[src/rtl/seq_divider_pkg.sv]
// Shared constants for the sequential signed divider: FSM encoding and
// quotient saturation values.
package seq_divider_pkg;

  localparam int DIV_WIDTH = 16;

  localparam logic [2:0] IDLE = 3'd0;
  localparam logic [2:0] LOAD = 3'd1;
  localparam logic [2:0] ITER = 3'd2;
  localparam logic [2:0] FIX  = 3'd3;
  localparam logic [2:0] DONE = 3'd4;

  typedef enum logic [2:0] {
    ST_IDLE = IDLE,
    ST_LOAD = LOAD,
    ST_ITER = ITER,
    ST_FIX  = FIX,
    ST_DONE = DONE
  } state_t;

  localparam logic [15:0] Q_POS_SAT = 16'h7FFF;
  localparam logic [15:0] Q_NEG_SAT = 16'h8000;

endpackage

[src/rtl/div_step.sv]
// One restoring-division step on unsigned magnitudes.
// Combinational, zero latency; no flow control.
// Shifts {prem, quo} left, trial-subtracts dvs and keeps the result if non-negative.
module div_step #(
  parameter int WIDTH = 16
) (
  input  logic [WIDTH:0]   prem,
  input  logic [WIDTH-1:0] quo,
  input  logic [WIDTH-1:0] dvs,
  output logic [WIDTH:0]   prem_nxt,
  output logic [WIDTH-1:0] quo_nxt
);

  logic [WIDTH+1:0] shifted;
  logic [WIDTH+1:0] diff;
  logic             ge;

  always_comb begin
    shifted  = {prem, quo[WIDTH-1]};
    diff     = shifted - {2'b00, dvs};
    ge       = ~diff[WIDTH+1];
    prem_nxt = ge ? diff[WIDTH:0] : shifted[WIDTH:0];
    quo_nxt  = {quo[WIDTH-2:0], ge};
  end

endmodule

[src/rtl/seq_divider.sv]
// Sequential signed restoring divider: 2*WIDTH-bit dividend by WIDTH-bit divisor.
// Latency: Done rises 2 edges after Start is sampled for error cases, 19 otherwise.
// Level handshake: Done holds until Start drops; Start held high never retriggers.
module seq_divider
  import seq_divider_pkg::*;
#(
  parameter int WIDTH = DIV_WIDTH
) (
  input  logic               Clock,
  input  logic               Reset,
  input  logic               Start,
  input  logic [2*WIDTH-1:0] Dividend,
  input  logic [WIDTH-1:0]   Divisor,
  output logic [WIDTH-1:0]   Quotient,
  output logic [WIDTH-1:0]   Remainder,
  output logic               Overflow,
  output logic               DivByZero,
  output logic               Done
);

  localparam int DW    = 2 * WIDTH;
  localparam int CNT_W = $clog2(WIDTH);
  localparam logic [CNT_W-1:0] LAST_STEP = CNT_W'(WIDTH - 1);

  state_t             state;
  logic [DW-1:0]      dvd_r;
  logic [WIDTH-1:0]   dvs_r;
  logic [WIDTH-1:0]   dvs_mag;
  logic [WIDTH:0]     prem;
  logic [WIDTH-1:0]   quo;
  logic [CNT_W-1:0]   cnt;
  logic               sign_q;
  logic               dvd_neg;

  logic [DW-1:0]      dvd_abs;
  logic [WIDTH-1:0]   dvs_abs;
  logic               res_sign;
  logic [WIDTH:0]     prem_nxt;
  logic [WIDTH-1:0]   quo_nxt;

  always_comb begin
    dvd_abs  = dvd_r[DW-1] ? -dvd_r : dvd_r;
    dvs_abs  = dvs_r[WIDTH-1] ? -dvs_r : dvs_r;
    res_sign = dvd_r[DW-1] ^ dvs_r[WIDTH-1];
  end

  div_step #(.WIDTH(WIDTH)) u_step (
    .prem     (prem),
    .quo      (quo),
    .dvs      (dvs_mag),
    .prem_nxt (prem_nxt),
    .quo_nxt  (quo_nxt)
  );

  always_ff @(posedge Clock or posedge Reset) begin
    if (Reset) begin
      state     <= ST_IDLE;
      dvd_r     <= '0;
      dvs_r     <= '0;
      dvs_mag   <= '0;
      prem      <= '0;
      quo       <= '0;
      cnt       <= '0;
      sign_q    <= 1'b0;
      dvd_neg   <= 1'b0;
      Quotient  <= '0;
      Remainder <= '0;
      Overflow  <= 1'b0;
      DivByZero <= 1'b0;
      Done      <= 1'b0;
    end else begin
      case (state)
        ST_IDLE: begin
          Done <= 1'b0;
          if (Start) begin
            dvd_r <= Dividend;
            dvs_r <= Divisor;
            state <= ST_LOAD;
          end
        end
        ST_LOAD: begin
          sign_q  <= res_sign;
          dvd_neg <= dvd_r[DW-1];
          dvs_mag <= dvs_abs;
          cnt     <= '0;
          if (dvs_r == '0) begin
            DivByZero <= 1'b1;
            Overflow  <= 1'b0;
            Quotient  <= '0;
            Remainder <= '0;
            state     <= ST_DONE;
          end else if (dvd_abs[DW-1:WIDTH] >= dvs_abs) begin
            // Quotient magnitude would need more than WIDTH bits: saturate now.
            Overflow  <= 1'b1;
            DivByZero <= 1'b0;
            Remainder <= '0;
            Quotient  <= res_sign ? Q_NEG_SAT : Q_POS_SAT;
            state     <= ST_DONE;
          end else begin
            prem  <= {1'b0, dvd_abs[DW-1:WIDTH]};
            quo   <= dvd_abs[WIDTH-1:0];
            state <= ST_ITER;
          end
        end
        ST_ITER: begin
          prem <= prem_nxt;
          quo  <= quo_nxt;
          cnt  <= cnt + 1'b1;
          if (cnt == LAST_STEP) state <= ST_FIX;
        end
        ST_FIX: begin
          DivByZero <= 1'b0;
          if (!sign_q && quo[WIDTH-1]) begin
            Overflow  <= 1'b1;
            Quotient  <= Q_POS_SAT;
            Remainder <= '0;
          end else if (sign_q && quo[WIDTH-1] && (|quo[WIDTH-2:0])) begin
            Overflow  <= 1'b1;
            Quotient  <= Q_NEG_SAT;
            Remainder <= '0;
          end else begin
            Overflow  <= 1'b0;
            Quotient  <= sign_q ? -quo : quo;
            Remainder <= dvd_neg ? -prem[WIDTH-1:0] : prem[WIDTH-1:0];
          end
          state <= ST_DONE;
        end
        ST_DONE: begin
          // Done is raised for at least one cycle even if Start has already dropped.
          Done <= 1'b1;
          if (Done && !Start) begin
            Done  <= 1'b0;
            state <= ST_IDLE;
          end
        end
        default: state <= ST_IDLE;
      endcase
    end
  end

endmodule

[config.mk]
export PLATFORM = sky130hd
export DESIGN_NAME = seq_divider
export DESIGN_NICKNAME = d
export VERILOG_FILES = /design/src/rtl/seq_divider_pkg.sv /design/src/rtl/div_step.sv /design/src/rtl/seq_divider.sv
export SDC_FILE = /design/constraint.sdc
export NUM_CORES = 1
export LEC_CHECK = 0
export BUFFER_PORTS_ARGS = -buffer_cell sky130_fd_sc_hd__buf_4
export CORE_AREA = 2 2 143 145
export CTS_BUF_LIST = sky130_fd_sc_hd__clkbuf_4 sky130_fd_sc_hd__clkbuf_8 sky130_fd_sc_hd__clkbuf_16
export CTS_CLUSTER_DIAMETER = 50
export DETAILED_ROUTE_END_ITERATION = 10
export DIE_AREA = 0 0 145 147
export PLACE_DENSITY = 0.66
export SLEW_MARGIN = 20
export SYNTH_ARGS = -nofsm -noshare
export SYNTH_HDL_FRONTEND = slang
export SYNTH_HIERARCHICAL = 1
export SYNTH_SLANG_ARGS = --single-unit
[constraint.sdc]
create_clock -name Clock -period 5.2 [get_ports Clock]
set_clock_uncertainty 0.15 [all_clocks]
set_input_delay 1.04 -clock Clock [delete_from_list [all_inputs] [get_ports Clock]]
set_output_delay 1.04 -clock Clock [all_outputs]
set_load 0.01 [all_outputs]
==> results.md <==
- Logic pwr share: 56.6%
- Via density: roughly 5.5
- Gpl congestion: between 0.9 and 1
- Routed Antenna Nets: 0
- Top_reg_cell synth: dfrtp_1
- CTS HTree Levels: 4
- Post-synth ARST share: 100%
- Synth area leader: dfrtp_1
- Number of global-route vias before repair: 6602
- Post-detail-place hpwl: 16000 microns
- CTS clock-pin slew for the worst setup and hold paths: around 0.06 ns
- Clock latency on the worst-skew pair: about 0.42 ns
- DRT Wirelength: 21200 microns
- Leakage: approximately 0.0044 uW
- Grt met3 use: 4.10%
- Cells after DPL: between 1000 and 1500
- Clock power share: between 15 and 20%
- Final min period: just under 5 ns
- Crit Path Class: flip-flop to flip-flop
- Share of cells above drive strength 1: 22.9%
- Hold Path Class: flip-flop to flip-flop
- Longest Clk Path Bufs: 2
- Die height: approximately 150 microns
- Port bufs: 85
- Total die area: between 20000 and 25000 sq um
- Seq cells post-synth: 141
- Nets@finish: about 1100
- Global-route wire length before repair: around 35000 microns
- CTS sink cnt: 141
- Critical path arrival: between 4 and 5 ns
- Cell-internal power: 4600 uW
- Clk root buf: clkbuf_16
- Initial Utilization: around 44%
- WP data required: ~5.4 ns
- Critical path launch point type: flip-flop
- Slowest cell delay on critical path: 0.62 ns
- 1st-iter DRT viols: roughly 430
- Sequential Power Share: 28.0%
- Switching power: 3620 uW
- Largest cells by area after synthesis: dfrtp_1 (40%), mux2_2 (8.3%), ha_1 (5.3%)
- Hold_sp: Remainder[10]$_DFFE_PP0P_
- Largest net degree at the start of global routing: between 100 and 150
- Final Hold Vio Count: 0
- Post-Synthesis Cells: roughly 900
- Core area: 19800 sq um
- Filler cells: 1830
- Remaining Overflow, GRT: 0
- Crit path max fanout: 18
- M1 GR Usage: 30.2%
- CP Cell Sequence: nor4_1 > nand2_1 > o31ai_1 > xor2_1 > ha_1 > nand2b_1 > a2111oi_0 > nor4bb_1 > buf_4 > or3_1 > buf_4 > o22ai_1 > a21oi_1
- Cts hold-fix bufs: 0
- Post-CTS setup buffer count: 0
- Antenna violations before repair: 0
- Setup TNS: 0 ns
- Final slew viol count: 0
- Drc violations: 0
- RSZ-0062 raised after global routing: false
- Row Count: between 50 and 60
- DR pass1 iterations: 5
- Setup crit start: dvd_r[4]$_DFFE_PP0P_
- Post-synth top area share: 40.2%
- Sequential element share of the synthesized area: about two fifths
- Die Span X: 145 microns
- Synth Warn #: 6
- Routed vias: 6871
- Num CTS Buffers: 17
- Gr usage total: 20.4%
- Avg Inst Size Synth: around 9.6 sq um
- EDFF count, synth: 0
- Non-Filler Instances: 1249
- # resized after CTS: 0
- Slew HR: around a third
- Max stage delay cell, worst path: or3_1
- M2 GR Usage: a little over 30%
- Most Crowded Layer GR: met2
- Sw Ratio: approximately 44%
- Endpoints failing setup: 0
- Worst setup EP type: flip-flop
- Worst Tran Pin Value: roughly 1.0 ns
- Achievable Freq: around 210 MHz
- Net count after synthesis: 1000
- Status: completed
- Pwr/cell area: between 800 and 900 nW/um^2
- Ant diodes: 0
- Post-synthesis cell type count: slightly above 70
- Max-Cap Viols: 0
- R2r startpoint: dvd_r[4]$_DFFE_PP0P_
- CTS tree: built
- WL/cell: approximately 17 microns
- Crit share post-route: ~93%
- Post-Syn Area: 8770 sq um
- CP most frequent cell: buf_4
- # IOs: 86
- Worst vdd ir: about 380 uV
- Synth-to-Final Area Change: 15.7%
[per-layer routing]
layer / routed length (microns) / vias to the layer above
li1: - / 3346
met5: 0 / -
met1: 10400 / 3301
met2: 9350 / 200
met4: 416 / 0
met3: 1080 / 24
[worst max-delay path: cells and delay by family, from the launching register on]
family,cells,cell delay (ns)
AO/OA/AOI/OAI,4,1.09
XOR/XNOR,1,0.35
adder cells (fa/ha/maj),1,0.30
buffers and inverters,2,0.47
flip-flops,1,0.43
AND/OR/NAND/NOR,5,1.91
[cell type report]
cell class                 count  area (sq um)  share of cell area [%]
inverter                      43           166                    1.64
clock buffer                  20           467                    4.60
timing repair buffer          96           721                    7.10
sequential                   141          3530                    34.8
clock inverter                12           161                    1.59
tap                          270           338                    3.33
multi-input combinational    667          4760                    46.9
[stage by stage]
step	setup WS (ns)	power, uW	utilization, %	area (sq um)	hold WS, ns
floorplan	0.229	5810	-	8770	0.300
global placement	0.560	6830	47.9	9510	0.311
detailed placement	0.441	6910	47.9	9510	0.321
CTS	0.410	8230	51.1	10100	0.334
global route	0.0364	8880	51.1	10100	0.349
finish	0.355	8220	51.1	10100	0.329
[synthesized netlist by cell type, types with 3 or more instances]
cell,n
a21o_1,4
o41ai_1,11
nor2_1,30
mux2_4,6
o21ai_1,3
clkbuf_1,30
nand4_1,10
or3_1,4
buf_6,3
a211oi_1,3
a31oi_1,5
xor2_1,33
xnor2_1,52
buf_2,7
buf_4,18
o211ai_1,4
o31ai_1,26
mux2i_1,7
nand2b_1,14
o2111ai_1,3
o21ai_0,84
a221o_1,4
nand3_1,23
nor4_1,6
ha_1,37
inv_1,43
nor2b_1,6
dfrtp_1,141
a21oi_1,37
nor3_1,9
mux2_2,65
nand2_1,116
or4_1,4
o22ai_1,16
nor3b_1,3
[power groups by stage]
stage               clock network, uW  registers, uW  logic (uW)
floorplan                           0           2110        3690
global placement                    0           2290        4540
detailed placement                  0           2310        4600
CTS                              1300           2300        4630
global route                     1350           2390        5140
finish                           1270           2300        4650
[final timing paths]
check	end	cells after the start	slack, ns
min in group asynchronous	dvs_r[8]$_DFFE_PP0P_	2	0.64
min reg2reg	Remainder[10]$_DFFE_PP0P_	2	0.33
min	Remainder[10]$_DFFE_PP0P_	2	0.33
max reg2reg	prem[4]$_DFFE_PP0P_	13	0.36
max	prem[4]$_DFFE_PP0P_	13	0.36
max in group asynchronous	dvd_r[18]$_DFFE_PP0P_	3	3.23
[cells by family (layout without fill, tap and decap cells)]
group                    Yosys count  in the layout  synth area share (%)
adder cells (fa/ha/maj)           38             38                  5.51
buffers and inverters            103            171                  5.72
AND/OR/NAND/NOR                  245            245                  13.7
XOR/XNOR                          86             86                  8.80
flip-flops                       141            141                  40.2
AO/OA/AOI/OAI                    220            220                  15.9
multiplexers                      78             78                  10.2
[layout by cell type, fill, tap and decap left out, types with 30 or more instances in the layout]
master / netlist / layout
o21ai_0: 84 / 84
buf_4: 18 / 96
xor2_1: 33 / 33
a21oi_1: 37 / 37
mux2_2: 65 / 65
xnor2_1: 52 / 52
inv_1: 43 / 42
dfrtp_1: 141 / 141
nor2_1: 30 / 30
nand2_1: 116 / 115
ha_1: 37 / 37
[flip-flops by register name, indices dropped and copies added (netlist names)]
signal / cells
dvs_mag: 16
Quotient: 16
prem: 17
sign_q: 1
dvd_r: 32
quo: 16
dvd_neg: 1
cnt: 4
Remainder: 16
dvs_r: 16
DivByZero: 1
Done: 1
Overflow: 1
state: 3
Note: power is estimated with default switching activity, not from simulation.
